**config.mk**
```make
export PLATFORM = sky130hd
export DESIGN_NAME = rice_encoder
export DESIGN_NICKNAME = d
export VERILOG_FILES = /design/src/rtl/rice_encoder.sv
export SDC_FILE = /design/constraint.sdc
export NUM_CORES = 1
export LEC_CHECK = 0
export CORE_MARGIN = 3
export CORE_UTILIZATION = 64
export CTS_CLUSTER_DIAMETER = 40
export DETAILED_ROUTE_END_ITERATION = 7
export GPL_TIMING_DRIVEN = 0
export PLACE_DENSITY = 0.93
export SLEW_MARGIN = 30
export SYNTH_ARGS = -nofsm -noshare
export SYNTH_HDL_FRONTEND = slang
export SYNTH_SLANG_ARGS = --single-unit
export TNS_END_PERCENT = 1
```
**constraint.sdc**
```tcl
create_clock -name clk -period 10.4 [get_ports clk]
set_input_delay 1.56 -clock clk [delete_from_list [all_inputs] [get_ports clk]]
set_output_delay 1.56 -clock clk [all_outputs]
set_load 0.1 [all_outputs]
```
**src/rtl/rice_encoder.sv**
```systemverilog
// Serial Rice/Golomb encoder: unary quotient, stop bit and k-bit remainder,
// with an escape to raw sample bits once the quotient reaches QMAX.
//
// state | meaning
// IDLE  | waiting for a sample, in_ready high
// UNARY | emitting quotient ones (q of them, or QMAX on escape)
// STOP  | emitting the terminating zero
// REM   | emitting the k remainder bits, MSB first
// RAW   | emitting all DATA_W sample bits after an escape, MSB first
module rice_encoder #(
    parameter int DATA_W = 16,
    parameter int K_W    = 4,
    parameter int QMAX   = 24
) (
    input  logic              clk,
    input  logic              reset,
    input  logic              in_valid,
    output logic              in_ready,
    input  logic [DATA_W-1:0] in_data,
    input  logic [K_W-1:0]    in_k,
    output logic              out_valid,
    input  logic              out_ready,
    output logic              out_bit,
    output logic              out_last,
    output logic              busy
);

    localparam int CNT_MAX = (QMAX > DATA_W) ? QMAX : DATA_W;
    localparam int CNT_W   = $clog2(CNT_MAX + 1);

    typedef enum logic [2:0] {
        IDLE  = 3'd0,
        UNARY = 3'd1,
        STOP  = 3'd2,
        REM   = 3'd3,
        RAW   = 3'd4
    } state_t;

    state_t             state, state_n;
    logic [DATA_W-1:0]  x_reg;
    logic [DATA_W-1:0]  q_reg;
    logic [K_W-1:0]     k_reg;
    logic [DATA_W-1:0]  sh;
    logic [CNT_W-1:0]   cnt;

    logic [DATA_W-1:0]  q_in;
    logic               esc_in;
    logic               esc;
    logic               accept;
    logic               hs;
    logic [K_W:0]       rem_sh;

    assign q_in   = in_data >> in_k;
    assign esc_in = (q_in >= DATA_W'(QMAX));
    assign esc    = (q_reg >= DATA_W'(QMAX));
    assign accept = in_valid && in_ready;
    assign hs     = out_valid && out_ready;
    // left-justify the remainder so REM shares the MSB-first shifter with RAW
    assign rem_sh = (K_W+1)'(DATA_W) - {1'b0, k_reg};

    always_ff @(posedge clk or negedge reset) begin
        if (!reset) begin
            state <= IDLE;
        end else begin
            state <= state_n;
        end
    end

    always_comb begin
        state_n   = state;
        in_ready  = 1'b0;
        out_valid = 1'b0;
        busy      = 1'b0;
        out_bit   = 1'b0;
        out_last  = 1'b0;
        case (state)
            IDLE: begin
                in_ready = reset;
                if (accept) begin
                    state_n = (q_in == '0) ? STOP : UNARY;
                end
            end
            UNARY: begin
                out_valid = 1'b1;
                busy      = 1'b1;
                out_bit   = 1'b1;
                if (hs && cnt == '0) begin
                    state_n = esc ? RAW : STOP;
                end
            end
            STOP: begin
                out_valid = 1'b1;
                busy      = 1'b1;
                out_bit   = 1'b0;
                out_last  = (k_reg == '0);
                if (hs) begin
                    state_n = (k_reg != '0) ? REM : IDLE;
                end
            end
            REM, RAW: begin
                out_valid = 1'b1;
                busy      = 1'b1;
                out_bit   = sh[DATA_W-1];
                out_last  = (cnt == '0);
                if (hs && cnt == '0) begin
                    state_n = IDLE;
                end
            end
            default: state_n = IDLE;
        endcase
    end

    always_ff @(posedge clk or negedge reset) begin
        if (!reset) begin
            x_reg <= '0;
            q_reg <= '0;
            k_reg <= '0;
            sh    <= '0;
            cnt   <= '0;
        end else if (accept) begin
            x_reg <= in_data;
            q_reg <= q_in;
            k_reg <= in_k;
            sh    <= in_data;
            if (esc_in) begin
                cnt <= CNT_W'(QMAX - 1);
            end else if (q_in == '0) begin
                cnt <= '0;
            end else begin
                cnt <= CNT_W'(q_in - 1'b1);
            end
        end else if (hs) begin
            case (state)
                UNARY: begin
                    if (cnt != '0) begin
                        cnt <= cnt - 1'b1;
                    end else if (esc) begin
                        cnt <= CNT_W'(DATA_W - 1);
                    end
                end
                STOP: begin
                    if (k_reg != '0) begin
                        cnt <= CNT_W'(k_reg) - CNT_W'(1);
                        sh  <= x_reg << rem_sh;
                    end
                end
                REM, RAW: begin
                    sh <= sh << 1;
                    if (cnt != '0) begin
                        cnt <= cnt - 1'b1;
                    end
                end
                default: ;
            endcase
        end
    end

endmodule

```
After elaboration in Yosys (flattened, before gate mapping) --
Index checks and enable logic that the tools add are counted. Widths: inputs -> output; s select.
Storage, ports and cells: output and inout port bits 5, bits in latches 0, memories kept 0, bits in registers 60, RAM bits 0, logic and storage cells 67, memory bits (read-only) 0
Operators by class: magnitude comparators 2, reductions and logical operators 17, bitwise operators 0, muxes and demuxes 25, shift-type cells 2, div/mod/pow operators 0, $mul 0, $add $sub $neg 4, equal/unequal tests 11
Operator list (count):
- $mux 16 | 3
- $mux 5 | 8
- $ge 16x5->1 const B | 2
- $pmux 16 s2 | 1
- $logic_not 16->1 | 1
- $shl 16x5->16 | 1
- $shr 16x4->16 | 1
- $mux 3 | 5
- $pmux 5 s3 | 1
- $pmux 3 s4 | 1
- $sub 5x1->5 const B | 2
- $ne 2x2->1 const B | 4
- $reduce_bool 4->1 | 2
- $eq 3x2->1 const B | 2
- $ne 3x3->1 const B | 2
- $logic_not 5->1 | 1
- $reduce_and 5->1 | 1
- $reduce_bool 5->1 | 1
- $sub 4x1->5 const B | 1
- $sub 5x4->5 const A | 1
- $logic_not 4->1 | 1
- $mux 2 | 2
- $ne 4x4->1 const B | 1
- $pmux 1 s2 | 2
- 11 further kinds | 14

Depth between registers and ports, before layout --
Gate-level depths: netlist (run 1).
word-level depth 7, mapped depth 13, gate-level depth less buffers 9

Worst setup path before layout (run 1) --
No wires, ideal clock.
kind register -> output, from reg state[0], to out out_bit, cell stages (with the launch flop) 5, arrival 3.002 ns, slack 5.838 ns, buffers on the path 1, cell sequence dfrtp_1 > clkbuf_1 > nor2b_1 > a21oi_1 > o21ai_0
Between the ends: cells in the longest elaborated chain, start to end 3, elaborated cells on any way between the ends 5
RTL lines:
- start: declaration | RTL line 39 | state_t state, state_n;
- start signal: assignment | RTL line 65 | state <= state_n;
- $eq 3x2->1 / $eq 3x3->1 (equally long branches) | RTL line 76 | case (state)
- $reduce_or 2->1 | RTL line 76
- $pmux 1 s2 * | RTL line 76
- end: declaration | RTL line 23 | output logic out_bit,
Every way passes the cells marked *; elsewhere a longest branch is shown, timed or not.

Worst setup path after layout (run 1) --
from reg k_reg[0], to out out_last
Between the ends: cells in the longest elaborated chain, start to end 2
RTL lines:
- start: declaration | RTL line 42 | logic [K_W-1:0] k_reg;
- start signal: assignment | RTL line 123 | k_reg <= in_k;
- $logic_not 4->1 | RTL line 95 | out_last = (k_reg == '0);
- $pmux 1 s2 | RTL line 76
- end: declaration | RTL line 24 | output logic out_last,
Every way passes these cells.

==> metrics.md, run 1 <==
| Metric | Value |
|---|---|
| Largest net degree at the start of global routing | 52 |
| Worst setup margin | 4.80 ns |
| Reg2Reg Setup Slack | 6.23 ns |
| Remaining antenna violation count | 0 |
| Min-delay src | q_reg[3]$_DFFE_PN0P_ |
| Mapped Area | 0.00423 mm^2 |
| Design Area, Final | 0.00479 mm^2 |
| Nets | 544 |
| Initial Util | 0.686 |
| Placed cell area | 0.00461 mm^2 |
| Vias per Instance | 6.95 |
| Total congestion overflow | 0 |
| Post-synth ARST share | 1.00 |
| Die width | 87.3 um |
| Clk pin slew, worst setup/hold paths | 0.06 ns |
| Clk_lat worst skew | 0.34 ns |
| Launch point of the worst reg-to-reg path | k_reg[0]$_DFFE_PN0P_ |
| Detailed-route wire length | 12600 um |
| Post-CTS setup buffers | 0 |
| Worst Hold Path EP | q_reg[3]$_DFFE_PN0P_ |
| Io pins | 29 |
| Synthesis-stage register bit count | 57 |
| Synth top area share | 0.337 |
| Setup slack at placement | 5.17 ns |
| Fin crit share | 0.538 |
| Max Fclk | 0.179 GHz |
| Critical path peak fanout | 10 |
| Fin util | 0.777 |
| CP required | 8.84 ns |
| Num CTS Buffers | 9 |
| Sequential fraction of the synthesis area | 0.337 |
| Relative slew slack | 0.356 |
| Post-CTS Hold Fix Bufs | 0 |
| Initial antenna violation count | 0 |
| Crit start category | flop |
| Final TNS setup | 0 ns |
| CP top delay family | buffers and inverters |
| GRT Total Usage | 0.349 |
| Top cells by area, synth | dfrtp_1, mux4_2, nand2_1, mux2i_1, o21ai_0 |
| CTS Sinks | 57 |
| Period minus WS final | 5.60 ns |
| Synth Flop Type | dfrtp_1 |
| Mean Syn Cell Area | 8.85 um^2 |
| First-pass DRT Iterations | 6 |
| CTS tree | yes |
| Unrepaired setup endpoints after global routing | false |
| Mapped Cells | 478 |
| CTS Buffer Depth | 2 |
| Vias in the first global route | 3994 |
| Power, Total | 1.58 mW |
| Power per standard cell area | 329 mW/mm^2 |
| Number of synthesized flops with an enable pin | 0 |
| Status | completed |
| Vias | 4135 |
| Final Instance Count excl. Fillers | 595 |
| Post-synth top cells | nand2_1, dfrtp_1, o21ai_0 |
| Worst R2R End | sh[12]$_DFFE_PN0P_ |
| Cell Chain, Critical Path | clkbuf_1 -> clkbuf_1 -> inv_1 -> ha_1 -> nor3b_1 -> nand2_1 -> a21boi_0 -> inv_1 -> clkdlybuf4s50_1 |
| Core area | 0.00617 mm^2 |
| Htree depth | 3 |
| Gpl congestion | 0.979 |
| Top-count cell post-synth | nand2_1 |
| Setup violators final | 0 |
| Die extent in y | 87.3 um |
| DR iter-0 viols | 468 |
| HPWL after DPL | 9320 um |
| Port bufs | 26 |
| DRC | 0 |
| Mapped Nets | 506 |
| Static Leak | 2.05 nW |
| Antenna diode count | 0 |
| HP Class | reg2reg |
| Hold_ws | 0.491 ns |
| Tightest Pin Transition | 0.963 ns |
| Worst Path Buf+Inv | 5 |
| Setup crit end kind | output port |
| Yosys warnings | 0 |
| Final Hold Fails | 0 |
| Area leader, netlist | dfrtp_1 |
| Skew final | 0.0119 ns |
| # rows | 28 |
| Reg2reg path depth | 11 |
| Root buf cell | clkbuf_8 |
| Worst path max stage delay | 1.12 ns |
| Area Growth Syn to Fin | 13.2% |
| Final Max Slew Viols | 0 |
| Min-Delay Path Depth | 2 |
| Peak VDD IR | 0.511 mV |
| CP Data Arrival Time | 4.04 ns |
| Die Area | 0.00762 mm^2 |
| Post-CTS Resized | 0 |
| CP max stage cell | clkdlybuf4s50_1 |
| Path type of the worst setup path | reg2out |
| MaxCap Viol Count | 0 |
| Dpl cells | 580 |
| Share of cells above drive strength 1 | 0.112 |
| Library cells used by synthesis | 59 |
| First-pass GRT wire length | 20500 um |
| WL/cell | 21.2 um |
[cells in the final DEF (no fill, tap or decap), drive strengths merged, types with 3 or more instances in the layout]
| cell | n |
|---|---|
| a21o | 3 |
| a21oi | 13 |
| a221oi | 4 |
| a22o | 7 |
| a22oi | 25 |
| a311oi | 4 |
| a31oi | 3 |
| a32oi | 5 |
| and2 | 6 |
| buf | 13 |
| clkbuf | 39 |
| clkdlybuf4s50 | 25 |
| clkinv | 3 |
| dfrtp | 57 |
| ha | 4 |
| inv | 12 |
| mux2 | 8 |
| mux2i | 24 |
| mux4 | 20 |
| nand2 | 108 |
| nand2b | 3 |
| nand3 | 3 |
| nand3b | 3 |
| nor2 | 24 |
| nor2b | 4 |
| nor3 | 12 |
| o211ai | 6 |
| o21ai | 41 |
| o22ai | 4 |
| xnor2 | 5 |
[cell families after synthesis]
group           share of synthesized area
fa+ha+maj                          0.0118
buf+inv                            0.0500
simple gates                        0.179
flops                               0.337
compound gates                      0.219
mux                                 0.188
xor+xnor                           0.0145
[worst max path at each step]
stage | cells after the start | to | start
2_1_floorplan | 4 | out_bit | state[0]$_DFFE_PN0P_
3_3_place_gp | 3 | in_ready | reset
3_5_place_dp | 11 | cnt[2]$_DFFE_PN0P_ | in_k[1]
4_1_cts | 9 | out_last | k_reg[0]$_DFFE_PN0P_
5_1_grt | 9 | out_last | k_reg[0]$_DFFE_PN0P_
6_report | 9 | out_last | k_reg[0]$_DFFE_PN0P_
[per-layer routing]
metal,vias to the layer above,GRT usage,routed length (um)
met3,62,0.0643,1220
met2,284,0.547,5800
met4,0,0.127,552
met1,1951,0.485,5060
met5,-,0,0
li1,1838,-,-
[where the power goes]
group	internal [mW]	switching, mW	leakage, nW	total (mW)
clock network	0.103	0.0897	0.0980	0.193
logic	0.367	0.607	1.23	0.975
registers	0.320	0.0889	0.720	0.409
total	0.791	0.786	2.05	1.58
[tightest hold or removal path: cells and delay by family, from the launching register on]
kind,cells,cell delay [ns]
and+or+nand+nor,2,0.11
DFF,1,0.35
[area by class of cell]
type / count / area (um^2)
sequential: 57 / 1430
tap: 75 / 93.8
multi-input combinational: 371 / 2590
fill: 439 / 1380
clock inverter: 3 / 15.0
timing repair buffer: 27 / 285
inverter: 12 / 45.0
buffer: 38 / 166
clock buffer: 12 / 165
Note: power is estimated with default switching activity, not from simulation.
==> run 2, diff against run 1 <==
Settings changed: CORE_UTILIZATION 64 to 60, PLACE_DENSITY 0.93 to 0.88.
Clock period 10.4 ns to 5.7 ns, I/O delays scaled along.
==> metrics.md, run 2 (synthesis gave the netlist of run 1 again) <==
| Metric | Value |
|---|---|
| Most frequent cells in the layout | nand2_1, dfrtp_1, o21ai_0 |
| Vias in the first global route | 3997 |
| Commonest non-fill, non-tap cell in the layout | nand2_1 |
| WL/cell | 20.0 um |
| Post-CTS Hold Fix Bufs | 0 |
| Clk pin slew, worst setup/hold paths | 0.07 ns |
| Period minus WS final | 5.07 ns |
| Relative slew slack | 0.352 |
| Io pins | 29 |
| Post-CTS Resized | 0 |
| Vias | 4071 |
| Largest net degree at the start of global routing | 52 |
| Worst path max stage delay | 1.12 ns |
| Total congestion overflow | 0 |
| Initial Util | 0.640 |
| Skew final | 0.0112 ns |
| CP top delay family | buffers and inverters |
| Final TNS setup | 0 ns |
| Worst Path Buf+Inv | 5 |
| CP required | 4.85 ns |
| Tightest Pin Transition | 0.969 ns |
| HPWL after DPL | 9100 um |
| Detailed-route wire length | 12300 um |
| Fin crit share | 0.889 |
| GRT Total Usage | 0.320 |
| Post-CTS setup buffers | 0 |
| HP Class | in2async |
| Setup violators final | 0 |
| Initial antenna violation count | 0 |
| Unrepaired setup endpoints after global routing | false |
| Max Fclk | 0.197 GHz |
| First-pass GRT wire length | 20600 um |
| Core area | 0.00660 mm^2 |
| Port bufs | 26 |
| # rows | 29 |
| Gpl congestion | 0.984 |
| Die width | 90.0 um |
| Setup crit end kind | output port |
| Die Area | 0.00809 mm^2 |
| Antenna diode count | 0 |
| Path type of the worst setup path | reg2out |
| CP Data Arrival Time | 4.21 ns |
| First-pass DRT Iterations | 6 |
| Nets | 544 |
| Num CTS Buffers | 9 |
| MaxCap Viol Count | 0 |
| Status | completed |
| Final Max Slew Viols | 0 |
| Power, Total | 2.88 mW |
| DR iter-0 viols | 398 |
| Vias per Instance | 6.63 |
| CP max stage cell | clkdlybuf4s50_1 |
| Power per standard cell area | 597 mW/mm^2 |
| Die extent in y | 90.0 um |
| Share of cells above drive strength 1 | 0.111 |
| Area Growth Syn to Fin | 14.1% |
| Peak VDD IR | 0.372 mV |
| Final Hold Fails | 0 |
| CTS Buffer Depth | 2 |
| Root buf cell | clkbuf_8 |
| Cell Chain, Critical Path | clkbuf_1 -> clkbuf_1 -> inv_1 -> ha_1 -> nor3b_1 -> nand2_1 -> a21boi_0 -> inv_1 -> clkdlybuf4s50_1 |
| CTS tree | yes |
| Critical path peak fanout | 10 |
| Remaining antenna violation count | 0 |
| CTS Sinks | 57 |
| Htree depth | 3 |
| Crit start category | flop |
| Clk_lat worst skew | 0.35 ns |
| DRC | 0 |
| Static Leak | 2.06 nW |
==> run 2: cell types whose count changed in the layout (fill, tap and decap cells not counted), sizes merged <==
cell / before / now
clkbuf: 39 / 41
clkinv: 3 / 2
==> run 2: report_power, final <==
part           switching [mW]  internal, mW  total, mW
logic                    1.10         0.669       1.77
registers               0.156         0.583      0.739
clock network           0.169         0.204      0.373
total                    1.42          1.46       2.88
==> run 2: metal layers <==
metal  vias to the layer above  wire (um)  part of all wire  global-route usage
met2                       237       5700              0.47               0.501
met3                        44        934             0.076              0.0626
li1                       1843          -                 -                   -
met4                         0        420             0.034               0.133
met1                      1947       5200              0.42               0.439
met5                         -          0                 0                   0
==> run 2: area by class of cell <==
type,count,area (um^2)
Timing Repair Buffer,27,285
Buffer,38,166
Tap cell,93,116
Fill cell,512,1780
Clock buffer,14,183
Inverter,12,45.0
Clock inverter,2,10.0
Multi-Input combinational cell,371,2590
Sequential cell,57,1430
==> run 2: stage by stage <==
| stage | cells | util | setup slack, ns | hold WS (ns) | area [um^2] |
|---|---|---|---|---|---|
| 6_report | 614 | 0.730 | 0.634 | 0.322 | 4820 |
| 5_1_grt | 614 | 0.730 | 0.339 | 0.319 | 4820 |
| 3_3_place_gp | 597 | 0.697 | 0.0497 | 0.465 | 4610 |
| 2_1_floorplan | 478 | - | 1.84 | 0.445 | 4230 |
| 4_1_cts | 614 | 0.730 | 0.703 | 0.322 | 4820 |
| 3_5_place_dp | 598 | 0.701 | 1.19 | 0.470 | 4630 |
==> run 2: path summary, 6_finish.rpt <==
kind                                       from                    to  slack (ns)  depth (start not counted)
setup / recovery           k_reg[0]$_DFFE_PN0P_              out_last        0.63                          9
hold / removal                            reset  q_reg[7]$_DFFE_PN0P_        0.32                          1
setup reg to reg           k_reg[0]$_DFFE_PN0P_    sh[11]$_DFFE_PN0P_        1.43                         12
hold reg to reg            q_reg[3]$_DFFE_PN0P_  q_reg[3]$_DFFE_PN0P_        0.49                          2
max in group asynchronous                 reset    sh[10]$_DFFE_PN0P_        4.90                          2
min in group clk           q_reg[3]$_DFFE_PN0P_  q_reg[3]$_DFFE_PN0P_        0.49                          2
==> run 3, diff against run 2 <==
Settings changed: CORE_MARGIN 3 to 1, CORE_UTILIZATION 60 to 62, CTS_BUF_LIST set to sky130_fd_sc_hd__clkbuf_4, PLACE_DENSITY 0.88 to 0.9.
==> metrics.md, run 3 (synthesis gave the netlist of run 1 again) <==
| Metric | Value |
|---|---|
| Largest net degree at the start of global routing | 36 |
| Gpl congestion | 0.971 |
| MaxCap Viol Count | 0 |
| Vias | 4079 |
| Final Instance Count excl. Fillers | 598 |
| Register Area | 0.00143 mm^2 |
| Placed cell area | 0.00460 mm^2 |
| Fin util | 0.733 |
| CP Data Arrival Time | 4.11 ns |
| Reg2reg path depth | 13 |
| Static Leak | 2.02 nW |
| Global-route layer with the greatest usage | met2 |
| Layout fillers | 515 |
| Peak VDD IR | 0.432 mV |
| Met1 GRT Util | 0.473 |
| Total congestion overflow | 0 |
| # rows | 29 |
| Fin crit share | 0.871 |
| Num CTS Buffers | 9 |
| Power per standard cell area | 588 mW/mm^2 |
| Initial antenna violation count | 0 |
| HP Class | in2async |
| Critical path peak fanout | 10 |
| Setup crit end kind | output port |
| Area Growth Syn to Fin | 11.9% |
| DR iter-0 viols | 548 |
| CTS tree | yes |
| Period minus WS final | 4.96 ns |
| Vias in the first global route | 3745 |
| Final Max Slew Viols | 0 |
| Worst setup margin | 0.735 ns |
| Unrepaired setup endpoints after global routing | false |
| Htree depth | 3 |
| Skew final | 0.0194 ns |
| Path type of the worst setup path | reg2out |
| Tightest Pin Transition | 0.977 ns |
| Setup violators final | 0 |
| Core area | 0.00646 mm^2 |
| Most frequent cells in the layout | nand2_1, dfrtp_1, o21ai_0 |
| Die Area | 0.00716 mm^2 |
| Power, Total | 2.78 mW |
| Io pins | 29 |
| Die width | 84.6 um |
| Status | completed |
| CP required | 4.85 ns |
| Root buf cell | clkbuf_4 |
| Post-CTS Hold Fix Bufs | 0 |
| First-pass GRT wire length | 19200 um |
| Post-CTS Resized | 0 |
| Port bufs | 26 |
| HPWL after DPL | 9040 um |
| CTS Buffer Depth | 2 |
| Detailed-route wire length | 12100 um |
| Nets | 544 |
| Crit start category | flop |
| CTS Sinks | 57 |
| Area of the multi-input gates | 0.00259 mm^2 |
| Final TNS setup | 0 ns |
| Vias per Instance | 6.82 |
| Clk_lat worst skew | 0.41 ns |
| GRT Total Usage | 0.352 |
| Clk pin slew, worst setup/hold paths | 0.11 ns |
| Antenna diode count | 0 |
| Final Hold Fails | 0 |
| Design Area, Final | 0.00473 mm^2 |
| Post-CTS setup buffers | 0 |
| WL/cell | 20.2 um |
| Met2 Use GR | 0.559 |
| DRC | 0 |
| Dpl cells | 582 |
| Remaining antenna violation count | 0 |
| Relative slew slack | 0.346 |
| Hold_ws | 0.342 ns |
| Commonest non-fill, non-tap cell in the layout | nand2_1 |
| Setup slack at placement | 1.22 ns |
| First-pass DRT Iterations | 7 |
| Share of cells above drive strength 1 | 0.107 |
| Initial Util | 0.655 |
| Max Fclk | 0.201 GHz |
| Die extent in y | 84.6 um |
| GR Layer Usage met3 | 0.0560 |
## run 3: cell count changes in the layout (fill, tap and decap cells not counted)
cell / previous run / this run
buf_12: 0 / 1
buf_16: 1 / 0
bufinv_16: 0 / 1
clkbuf_1: 28 / 27
clkbuf_4: 0 / 11
clkbuf_8: 13 / 0
clkinv_1: 0 / 3
clkinv_2: 2 / 1
## run 3: worst paths after layout
path | start | to | slack, ns
hold reg to reg | q_reg[4]$_DFFE_PN0P_ | q_reg[4]$_DFFE_PN0P_ | 0.49
max in group asynchronous | reset | q_reg[4]$_DFFE_PN0P_ | 4.87
setup reg to reg | k_reg[0]$_DFFE_PN0P_ | sh[15]$_DFFE_PN0P_ | 1.48
hold / removal | reset | q_reg[9]$_DFFE_PN0P_ | 0.34
setup / recovery | k_reg[0]$_DFFE_PN0P_ | out_last | 0.74
min in group clk | q_reg[4]$_DFFE_PN0P_ | q_reg[4]$_DFFE_PN0P_ | 0.49
## run 3: cell type report
class | count | share of cell area
plain buffers | 38 | 0.0352
clock buffers | 11 | 0.0175
multi-input cells | 371 | 0.548
inverters | 12 | 0.00952
repair buffers | 27 | 0.0587
flip-flops and latches | 57 | 0.301
clock inverters | 5 | 0.00978
well taps | 77 | 0.0204
## run 3: metal layers
metal,wire length (um),up-vias
met5,0,-
met4,406,0
met3,1070,43
met2,5670,251
met1,4950,1946
li1,-,1839
## run 3: critical path, stage by stage (launching register included)
cell and delay (ns):
dfrtp_1 0.42, clkbuf_1 0.34, clkbuf_1 0.37, inv_1 0.22, ha_1 0.24, nor3b_1 0.57, nand2_1 0.14, a21boi_0 0.19
inv_1 0.08, clkdlybuf4s50_1 1.12
## run 3: report_power, final
group          switching (mW)  internal, mW
clock network           0.152         0.139
logic                    1.09         0.667
registers               0.153         0.582
